## config.mk

```make
export PLATFORM = sky130hd
export DESIGN_NAME = multicycle_control_unit
export DESIGN_NICKNAME = d
export VERILOG_FILES = /design/src/rtl/multicycle_control_unit_pkg.sv /design/src/rtl/multicycle_control_unit_instr_decode.sv /design/src/rtl/multicycle_control_unit.sv
export SDC_FILE = /design/constraint.sdc
export NUM_CORES = 1
export LEC_CHECK = 0
export CORE_ASPECT_RATIO = 1.4
export CORE_UTILIZATION = 45
export DETAILED_ROUTE_END_ITERATION = 10
export PLACE_DENSITY = 0.79
export SLEW_MARGIN = 15
export SYNTH_ARGS = -nofsm -noshare
export SYNTH_HDL_FRONTEND = slang
export SYNTH_SLANG_ARGS = --single-unit
```

## constraint.sdc

```tcl
create_clock -name clk -period 3 [get_ports clk]
set_clock_uncertainty 0.2 [all_clocks]
set_input_delay 0.6 -clock clk [delete_from_list [all_inputs] [get_ports clk]]
set_output_delay 0.6 -clock clk [all_outputs]
set_load 0.005 [all_outputs]
```

## src/rtl/multicycle_control_unit_pkg.sv

```systemverilog
// Shared definitions for the multi-cycle sequencer: FSM states, opclass codes
// and instruction field positions.
package multicycle_control_unit_pkg;

  typedef enum logic [2:0] {
    IDLE   = 3'd0,
    FETCH  = 3'd1,
    DECODE = 3'd2,
    EXEC   = 3'd3,
    MEM    = 3'd4,
    WB     = 3'd5,
    TRAP   = 3'd6
  } state_t;

  localparam logic [2:0] OPC_MEM   = 3'b000;
  localparam logic [2:0] OPC_CTRL  = 3'b010;
  localparam logic [2:0] OPC_ARITH = 3'b100;

  localparam int OPC_HI    = 31;
  localparam int OPC_LO    = 29;
  localparam int ALU_OP_HI = 26;
  localparam int ALU_OP_LO = 24;
  localparam int SUB_BIT   = 24;
  localparam int IMM_HI    = 15;
  localparam int IMM_LO    = 0;

endpackage

```

## src/rtl/multicycle_control_unit_instr_decode.sv

```systemverilog
// Combinational instruction field decode for the multi-cycle sequencer.
// An all-zero word is a NOP and takes priority over the memory class.
module instr_decode
  import multicycle_control_unit_pkg::*;
#(
  parameter int INSTR_W = 32
) (
  input  logic [INSTR_W-1:0] ir,
  output logic               is_nop,
  output logic               is_mem,
  output logic               is_ctrl,
  output logic               is_arith,
  output logic               is_illegal,
  output logic               sub,
  output logic [2:0]         alu_op,
  output logic [15:0]        imm16
);

  logic [2:0] opclass;

  always_comb begin
    opclass    = ir[OPC_HI:OPC_LO];
    is_nop     = (ir == '0);
    is_mem     = !is_nop && (opclass == OPC_MEM);
    is_ctrl    = !is_nop && (opclass == OPC_CTRL);
    is_arith   = !is_nop && (opclass == OPC_ARITH);
    is_illegal = !is_nop && !is_mem && !is_ctrl && !is_arith;
    sub        = ir[SUB_BIT];
    alu_op     = ir[ALU_OP_HI:ALU_OP_LO];
    imm16      = ir[IMM_HI:IMM_LO];
  end

endmodule

```

## src/rtl/multicycle_control_unit.sv

```systemverilog
// Moore sequencer for the multi-cycle processor: owns PC and IR, steps the
// datapath through fetch/decode/execute/memory/writeback.
module multicycle_control_unit
  import multicycle_control_unit_pkg::*;
#(
  parameter int                ADDR_W      = 16,
  parameter int                INSTR_W     = 32,
  parameter logic [ADDR_W-1:0] RESET_PC    = '0,
  parameter int                MEM_TIMEOUT = 15,
  parameter int                CNT_W       = 16
) (
  input  logic               clk,
  input  logic               reset,
  input  logic               start,
  input  logic               halt,
  input  logic [INSTR_W-1:0] instr,
  input  logic               alu_zero,
  input  logic               dmem_ready,
  output logic [ADDR_W-1:0]  inst_address,
  output logic [INSTR_W-1:0] ir,
  output logic               ir_write,
  output logic               alu_en,
  output logic [2:0]         alu_op,
  output logic               alu_src_imm,
  output logic               mem_read,
  output logic               mem_write,
  output logic               reg_write,
  output logic               retire,
  output logic [CNT_W-1:0]   retired_count,
  output logic [2:0]         state,
  output logic               error
);

  localparam int TMO_W = $clog2(MEM_TIMEOUT + 1);

  state_t            cur_state, state_n;
  logic [ADDR_W-1:0] pc, pc_n, pc_inc;
  logic [TMO_W-1:0]  tmo;
  logic              retire_n, load_ir, tmo_clr, tmo_inc;

  logic        is_nop, is_mem, is_ctrl, is_arith, is_illegal, sub;
  logic [2:0]  dec_alu_op;
  logic [15:0] imm16;

  instr_decode #(.INSTR_W(INSTR_W)) u_decode (
    .ir         (ir),
    .is_nop     (is_nop),
    .is_mem     (is_mem),
    .is_ctrl    (is_ctrl),
    .is_arith   (is_arith),
    .is_illegal (is_illegal),
    .sub        (sub),
    .alu_op     (dec_alu_op),
    .imm16      (imm16)
  );

  assign inst_address = pc;
  assign state        = cur_state;
  assign pc_inc       = pc + ADDR_W'(1);

  always_comb begin
    state_n  = cur_state;
    pc_n     = pc;
    retire_n = 1'b0;
    load_ir  = 1'b0;
    tmo_clr  = 1'b0;
    tmo_inc  = 1'b0;
    unique case (cur_state)
      IDLE: if (start) state_n = FETCH;
      FETCH: begin
        if (halt) begin
          state_n = IDLE;
        end else begin
          load_ir = 1'b1;
          state_n = DECODE;
        end
      end
      DECODE: begin
        if (is_nop) begin
          retire_n = 1'b1;
          pc_n     = pc_inc;
          state_n  = FETCH;
        end else if (is_illegal) begin
          state_n = TRAP;
        end else begin
          state_n = EXEC;
        end
      end
      EXEC: begin
        if (is_arith) begin
          state_n = WB;
        end else if (is_mem) begin
          tmo_clr = 1'b1;
          state_n = MEM;
        end else if (is_ctrl) begin
          retire_n = 1'b1;
          pc_n     = (!sub || alu_zero) ? ADDR_W'(imm16) : pc_inc;
          state_n  = FETCH;
        end else begin
          state_n = TRAP;
        end
      end
      // Ready is checked first so it wins over the terminal timeout count.
      MEM: begin
        if (dmem_ready) begin
          if (sub) begin
            retire_n = 1'b1;
            pc_n     = pc_inc;
            state_n  = FETCH;
          end else begin
            state_n = WB;
          end
        end else if (tmo == TMO_W'(MEM_TIMEOUT - 1)) begin
          state_n = TRAP;
        end else begin
          tmo_inc = 1'b1;
        end
      end
      WB: begin
        retire_n = 1'b1;
        pc_n     = pc_inc;
        state_n  = FETCH;
      end
      TRAP: state_n = TRAP;
      default: state_n = TRAP;
    endcase
  end

  // Strobes are registered from the next state so each is high for exactly
  // the cycles spent in its state.
  always_ff @(posedge clk) begin
    if (reset) begin
      cur_state     <= IDLE;
      pc            <= RESET_PC;
      ir            <= '0;
      tmo           <= '0;
      ir_write      <= 1'b0;
      alu_en        <= 1'b0;
      alu_op        <= '0;
      alu_src_imm   <= 1'b0;
      mem_read      <= 1'b0;
      mem_write     <= 1'b0;
      reg_write     <= 1'b0;
      retire        <= 1'b0;
      retired_count <= '0;
      error         <= 1'b0;
    end else begin
      cur_state <= state_n;
      pc        <= pc_n;
      if (load_ir) ir <= instr;
      if (tmo_clr) tmo <= '0;
      else if (tmo_inc) tmo <= tmo + TMO_W'(1);
      ir_write    <= (state_n == FETCH);
      alu_en      <= (state_n == EXEC) && (is_arith || is_mem);
      alu_op      <= (state_n == EXEC) ? dec_alu_op : '0;
      alu_src_imm <= (state_n == EXEC) && is_mem;
      mem_read    <= (state_n == MEM) && !sub;
      mem_write   <= (state_n == MEM) && sub;
      reg_write   <= (state_n == WB);
      retire      <= retire_n;
      if (retire_n && (retired_count != '1)) retired_count <= retired_count + CNT_W'(1);
      if (state_n == TRAP) error <= 1'b1;
    end
  end

endmodule
```

After elaboration in Yosys (flattened, before gate mapping)
Cells that the tools add are included.
- logic and storage cells: 97
- input port bits: 38
- output and inout bits: 78
- bits in registers: 82
- bitwise logic cells: 1
- muxes and demuxes: 34
- reductions and logical operators: 25
- add/sub/neg operators: 3
- eq/ne operators: 20
- operator list (kind ; number):
    2-to-1 mux 16 bit ; 7
    one-hot mux 16 bit (4 select lines) ; 1
    adder 16 x 1 -> 16 bit, second input constant ; 2
    logical NOT 32 bit ; 1
    2-to-1 mux 3 bit ; 9
    == test 3 bit, second input constant ; 6
    one-hot mux 3 bit (6 select lines) ; 1
    != test 16 bit, second input constant ; 1
    2-to-1 mux 1 bit ; 14
    == test 3 x 2 -> 1 bit, second input constant ; 4
    != test 2 bit, second input constant ; 6
    logical AND 1 bit ; 11
    AND reduction 7 bit ; 1
    == test 3 x 1 -> 1 bit, second input constant ; 2
    logical NOT 3 bit ; 2
    logical NOT 1 bit ; 5
    adder 4 x 1 -> 4 bit, second input constant ; 1
    == test 4 bit, second input constant ; 1
    one-hot mux 1 bit (4 select lines) ; 1
    nonzero test 4 bit ; 1
    OR reduction 2 bit ; 2
    logical OR 1 bit ; 2
    2-to-1 mux 2 bit ; 1
    NOT 1 bit ; 1

Longest topological paths before layout
Gate-level depths: netlist of run 1.
- depth in word-level cells: 13
- mapped depth: 8
- mapped depth without buffers: 7

Hierarchy
A second synthesis of run 1 with hierarchy kept.
- cell total of the unflattened synthesis: 498
- area, all modules: 3988.8 µm²
- modules (own cells, without submodules) (module ; instances ; area an instance (µm²) ; cells each ; seq. area each (µm²)):
    multicycle_control_unit ; 1 ; 3734.8 ; 462 ; 1641.6
    instr_decode ; 1 ; 254.0 ; 36 ; 0.0

Worst setup path before layout of run 1
No wires, ideal clock.
- path kind: input to register
- start point: in reset
- end point: reg alu_src_imm
- setup time: 87 ps
- required time: 2713 ps
- arrival: 1836 ps
- path buffers: 1
- stages on the path: 5
- setup slack: 876 ps
- cells stage by stage: clkbuf_1 -> or4_1 -> o31ai_2 -> nand4b_4 -> nor4b_2
- RTL lines (item ; line ; source):
    start: declaration ; multicycle_control_unit.sv:13 ; input logic reset,
    end signal: assignment ; multicycle_control_unit.sv:156 ; alu_src_imm <= (state_n == EXEC) && is_mem;
    end: declaration ; multicycle_control_unit.sv:24 ; output logic alu_src_imm,

Worst setup path after layout of run 1
- start point: reg ir[12]
- end point: reg retired_count[2]
- cells in the longest elaborated chain, start to end: 8
- elaborated cells on any way between the ends: 11
- classes of those cells: mux (5); reduce/logical (6)
- RTL lines (item ; line ; source):
    start: declaration ; multicycle_control_unit.sv:20 ; output logic [INSTR_W-1:0] ir,
    start signal: assignment ; multicycle_control_unit.sv:150 ; if (load_ir) ir <= instr;
    logical NOT 32 bit * ; multicycle_control_unit_instr_decode.sv:23 ; is_nop = (ir == '0);
    logical NOT 1 bit ; multicycle_control_unit_instr_decode.sv:24, multicycle_control_unit_instr_decode.sv:25, multicycle_control_unit_instr_decode.sv:26 ;
    logical AND 1 bit ; multicycle_control_unit_instr_decode.sv:25 ; is_ctrl = !is_nop && (opclass == OPC_CTRL);
    2-to-1 mux 1 bit ; multicycle_control_unit.sv:95 ; end else if (is_ctrl) begin
    2-to-1 mux 1 bit ; multicycle_control_unit.sv:92 ; end else if (is_mem) begin
    2-to-1 mux 1 bit ; multicycle_control_unit.sv:90 ; if (is_arith) begin
    one-hot mux 1 bit (4 select lines) * ; multicycle_control_unit.sv:68 ; unique case (cur_state)
    logical AND 1 bit * ; multicycle_control_unit.sv:161 ; if (retire_n && (retired_count != '1)) retired_count <= retired_count + CNT_W'(1);
    end signal: assignment ; multicycle_control_unit.sv:161 ;
    end: declaration ; multicycle_control_unit.sv:29 ; output logic [CNT_W-1:0] retired_count,
Mark *: on every way between the ends. The rest lies on a longest branch, timed or not.
A chain may end at the register's enable or synchronous reset.

==> results.yml, run 1 <==
routing:
  via_per_inst: 5.89
  m1WireLength_um: 4920
  wl_met3_um: 691
  wl_um: 12000
  drtAntennaViolNets: 0
  drt_iter0_drc: 353
  dr_wl_met2_um: 6040
  routed.top_layer: "met4"
  vias: 4230
  dr.pass1.iters: 5
  drc: 0
  post_drt_wl_per_cell_um: 16.7
yosys:
  synth_cells: 504
  synth_cell_types: 70
  synthArstFlopShare_pct: 0
  ys_seq_area_share_pct: 39.2
  synthFlopType: "dfxtp_1"
  synth_nets: 546
  ys.warnings.count: 0
  synth_edf_count: 0
  ys_seq_elements: 82
  syn-cell-area_um2: 4190
  avgSynthCellArea_um2: 8.31
floorplan:
  die_area_um2: 9700
  chipWidth_um: 83.5
  pin_count: 116
  start_util_pct: 46.4
  core_region_area_um2: 9030
  rows: 41
  die_h_um: 116
setup_path:
  r2r_start: "ir[12]"
  critical_path.startpoint: "ir[12]"
  start_kind: "flop"
  crit_type: "flop to flop"
  cp_slowest_cell: "nor4_1"
  slowest_delay_ps: 500
  crit_path_max_fanout: 17
  ff2ff_path_depth: 5
  end_kind: "flop"
  path_cells: "nor4_1 -> and4_1 -> nand3_4 -> a221oi_1 -> mux2_2"
  arrival_ps: 2640
  required_ps: 3030
  path_depth: 5
  path_buf_inv: 0
  critPathTopFamily: "simple AND/OR/NAND/NOR gates"
sta:
  setup-tns-final_ps: 0
  hold_viol: 0
  min_period_ps: 2610
  holdWs_ps: 275
  worst_slew_pin_slew_ps: 617
  finalSetupViolations: 0
  relSlewSlack_pct: 58.6
  rsz0062_at_grt: "false"
  slew_viol_final: 0
  clock.fmax_mhz: 383
  setup_slack_ps: 388
  finalCritPeriodShare_pct: 87.1
layout:
  antenna_cells: 0
  layout.cells.most_common_list: "clkdlybuf4s50_1 (114), nand2_1 (86), dfxtp_1 (82), a21oi_1 (50), nor2_1 (31)"
  synthToLayoutAreaGrowth_pct: 35.8
  post-route-util_pct: 63.0
  nets: 650
  final_common_cell: "clkdlybuf4s50_1"
  drive_above_1_share_pct: 8.67
clock_network:
  cts_setup_buffers: 0
  clockRootBuffer: "clkbuf_16"
  clock_path_buffers: 2
  cts_tree: "yes"
  clkTransAtPathRegs_ps: 60
  clock_latency_ps: 340
  postCtsHoldBufs: 0
  htree_levels: 3
  cts_resized: 0
  cts.sinks: 82
  numCtsBuffers: 9
run_status:
  outcome: "completed"
power:
  p_int_mw: 1.94
  irDropWorstVdd_uv: 329
  combPwrFrac_pct: 16.4
  p_leak_nw: 1.95
  total_power_mw: 2.64
  p_per_area_nw_per_um2: 464
  p_switching_mw: 0.699
  seqPwrFrac_pct: 44.2
  power_frac_clock_pct: 39.4
  sw_frac_of_total_pct: 26.5
worst_hold_path:
  min_from: "ir[18]"
  hold-path-cell-count: 2
  hold_class: "flop to flop"
placement:
  gp_congestion: 0.919
  place.detailed.hpwl_um: 8760
  port_buffers: 115
  dpl_worst_slack_ps: 304
global_routing:
  grt_max_degree: 34
  antenna_found_initial: 0
  grt_overflow: 0
  grt_pass1_wl_um: 19400
  grt_util_all_layers_pct: 24.7
  grt_pass1_vias: 4072
flow_run:
  cap_violations: 0
## cells by family (layout without fill, tap and decap cells)
kind of cell               count (synthesis)  in the layout  synth area share (%)
AOI/OAI and AO/OA                        129            129                  21.3
xor gates and xnor gates                   3              3                 0.627
adders and majority gates                  4              4                  1.19
buffers and inverters                     47            154                  5.08
DFF                                       82             82                  39.2
muxes                                     12             12                  3.29
and+or+nand+nor                          227            227                  29.3
## through the flow
| stage | area, µm² | instances |
|---|---|---|
| 2_1_floorplan | 4190 | 504 |
| 3_3_place_gp | 5410 | 704 |
| 3_5_place_dp | 5410 | 704 |
| 4_1_cts | 5690 | 718 |
| 5_1_grt | 5690 | 718 |
| 6_report | 5690 | 718 |
## routing by layer
layer	track usage [%]	up-vias
li1	-	2057
met1	29.2	1991
met2	43.2	158
met3	4.95	24
met4	12.5	0
met5	0	-
## tightest hold or removal path: stages, from the launching register on
cell     delay (ps)
dfxtp_1         320
nand2_1          60
a21oi_1          50
## power groups by stage
stage	combinational [mW]	sequential [mW]	clock (mW)
detailed placement	0.429	1.19	0
finish	0.433	1.16	1.04
global placement	0.425	1.19	0
floorplan	0.255	1.17	0
CTS	0.431	1.16	1.04
global route	0.469	1.17	1.10
## worst paths after layout
check / end / slack, ps
max: retired_count[2] / 390
min: ir[18] / 270
max reg2reg: retired_count[2] / 390
min reg2reg: ir[18] / 270
## cells in the mapped netlist (2+ instances only)
cell type   n  area share (%)
o31a_1      2            0.42
o211ai_1    3            0.54
a221oi_1    3            0.63
a32oi_1     2            0.42
dfxtp_1    82              39
mux2_2      9             2.4
nand2_1    86             7.7
and2_1      5            0.75
and3_1      6            0.90
nor2b_1    13             1.9
nor3b_1     8             1.4
o21ai_0    13             1.6
buf_2       8            0.96
nand4_1    14             2.1
nor4_1     12             1.8
and4_1      7             1.5
nand2b_1    2            0.30
a2bb2oi_1   2            0.42
o32ai_1     3            0.63
a211o_1     4            0.84
buf_1       2            0.18
clkbuf_1   19             1.7
a21oi_1    50             6.0
xnor2_1     2            0.42
or4_1       3            0.54
inv_1      12             1.1
buf_4       5            0.90
o311ai_0    8             1.7
o31ai_1     7             1.3
a21o_1      6             1.1
nor3_1     11             1.3
and3b_1     2            0.42
a311oi_1    3            0.63
nor4b_2     3             1.1
nor2_1     31             2.8
nand3_1    11             1.3
a31oi_1     3            0.45
a211oi_1    7             1.3
ha_1        4             1.2
## flip-flops by register name, indices dropped and copies added, names as in the netlist
register,count
mem_read,1
ir_write,1
tmo,4
inst_address,16
mem_write,1
reg_write,1
alu_src_imm,1
retire,1
ir,32
alu_en,1
state,3
error,1
retired_count,16
alu_op,3
## area by class of cell
| cell class | instances | area [µm²] |
|---|---|---|
| sequential | 82 | 1640 |
| tap | 107 | 134 |
| clock inverter | 2 | 12.5 |
| fill | 800 | 3340 |
| timing repair buffer | 128 | 1240 |
| clock buffer | 12 | 267 |
| multi-input combinational | 375 | 2340 |
| inverter | 12 | 45.0 |
No activity file was read; power rests on OpenSTA's default activity.
==> run 2: changes to the inputs <==
--- a/config.mk
+++ b/config.mk
@@ -5,7 +5,6 @@
 export SDC_FILE = /design/constraint.sdc
 export NUM_CORES = 1
 export LEC_CHECK = 0
-export CORE_ASPECT_RATIO = 1.4
 export CORE_UTILIZATION = 45
 export DETAILED_ROUTE_END_ITERATION = 10
 export PLACE_DENSITY = 0.79
==> run 2 against run 1 <==
The flow now finishes with violations (design-rule violations). Clock power fell by 12%. Non-clock buffer count fell by 1. Register-to-register slack improved by 60 ps. Combinational power rose by 3%. Critical path depth rose by 1. Largest power group unchanged. Highest routed layer unchanged.
==> results.yml, run 2 (synthesized netlist as in run 1, its figures left out) <==
placement:
  numPlacedInstances: 704
  place.detailed.hpwl_um: 8640
  gp_congestion: 0.892
  post_dp_cell_area_um2: 5400
  port_buffers: 115
run_status:
  outcome: "complete, but fails checks"
  violations: "design-rule violations"
layout:
  multi_input_area_um2: 2340
  fin_area_um2: 5630
  final_common_cell: "clkdlybuf4s50_1"
  final_cell_count_no_fill: 720
  layout.cells.most_common_list: "clkdlybuf4s50_1 (114), nand2_1 (86), dfxtp_1 (82), a21oi_1 (50), nor2_1 (31)"
  synthToLayoutAreaGrowth_pct: 34.3
  regArea_um2: 1640
  largest_reg_flops: 32
  antenna_cells: 0
  top_register: "ir"
  nets: 649
  drive_above_1_share_pct: 8.66
  fillCellCount: 777
setup_path:
  start_kind: "flop"
  end_kind: "flop"
  arrival_ps: 2550
  crit_type: "flop to flop"
  crit_path_max_fanout: 14
  required_ps: 3000
floorplan:
  die_h_um: 98.5
  start_util_pct: 47.3
  core_region_area_um2: 8850
  pin_count: 116
  die_area_um2: 9700
  chipWidth_um: 98.5
  rows: 34
sta:
  clock.fmax_mhz: 393
  min_period_ps: 2550
  finalCritPeriodShare_pct: 84.9
  finalSetupViolations: 0
  slew_viol_final: 0
  setup-tns-final_ps: 0
  hold_viol: 0
  rsz0062_at_grt: "false"
  worst_slew_pin_slew_ps: 794
  relSlewSlack_pct: 47.1
power:
  sw_frac_of_total_pct: 27.8
  p_leak_nw: 1.92
  p_switching_mw: 0.700
  p_per_area_nw_per_um2: 447
  total_power_mw: 2.51
  combPwrFrac_pct: 17.6
  irDropWorstVdd_uv: 291
  power_frac_clock_pct: 36.2
  p_int_mw: 1.81
  seqPwrFrac_pct: 46.1
global_routing:
  use_met3_pct: 8.01
  grt_overflow: 0
  global_route.peak_usage_layer: "met2"
  antenna_found_initial: 0
  grtUsageMet2_pct: 40.6
  grt_pass1_wl_um: 19700
  grt_util_all_layers_pct: 25.2
  grt_pass1_vias: 3990
  grt_max_degree: 76
  use_met1_pct: 32.7
routing:
  vias: 4253
  drc: 5
  post_drt_wl_per_cell_um: 16.8
  dr.pass1.iters: 11
  drtAntennaViolNets: 0
  wl_um: 12100
  drt_iter0_drc: 327
  via_per_inst: 5.91
clock_network:
  clockRootBuffer: "clkbuf_8"
  clock_path_buffers: 2
  cts_setup_buffers: 0
  numCtsBuffers: 9
  cts_tree: "yes"
  clkTransAtPathRegs_ps: 90
  postCtsHoldBufs: 0
  cts_resized: 0
  cts.sinks: 82
  clock_latency_ps: 350
  htree_levels: 3
flow_run:
  cap_violations: 0
worst_hold_path:
  hold_class: "flop to flop"
==> run 2: power by group through the flow <==
| stage | combinational [mW] | clock (mW) | sequential, mW |
|---|---|---|---|
| floorplan | 0.255 | 0 | 1.17 |
| global placement | 0.429 | 0 | 1.18 |
| detailed placement | 0.438 | 0 | 1.18 |
| CTS | 0.440 | 0.918 | 1.16 |
| global route | 0.476 | 0.969 | 1.17 |
| finish | 0.444 | 0.910 | 1.16 |
==> run 2: through the flow <==
stage                     hold slack (ps)  util [%]  setup slack (ps)
after floorplan                       265         -               876
after global placement                260      61.0               350
after detailed placement              265      61.0               294
after CTS                             280      63.6               448
after global routing                  307      63.6               289
final                                 283      63.6               452
==> run 2: layer usage <==
layer  vias to the layer above  wire, µm
li1                       2054         -
met5                         -         0
met1                      2004      5290
met4                         0       184
met2                       177      5580
met3                        18      1040
==> run 2: final timing paths <==
| kind | endpoint | cells after the start | slack, ps | start |
|---|---|---|---|---|
| setup / recovery | retired_count[7] | 6 | 450 | state[1] |
| hold / removal | ir[28] | 2 | 280 | ir[28] |
| setup reg to reg | retired_count[7] | 6 | 450 | state[1] |
| hold reg to reg | ir[28] | 2 | 280 | ir[28] |
==> run 2: layout make-up <==
| cell class | instances | area share (%) |
|---|---|---|
| repair buffers | 127 | 22.0 |
| flip-flops and latches | 82 | 29.2 |
| inverters | 12 | 0.800 |
| well taps | 108 | 2.40 |
| clock inverters | 5 | 1.51 |
| clock buffers | 11 | 2.51 |
| multi-input cells | 375 | 41.6 |
==> run 2: worst max-delay path: stages (launching register included) <==
cell,delay (ps)
dfxtp_1,670
and3b_1,410
a32oi_4,190
buf_4,240
nor4b_1,390
o21ai_0,140
nor3b_1,150
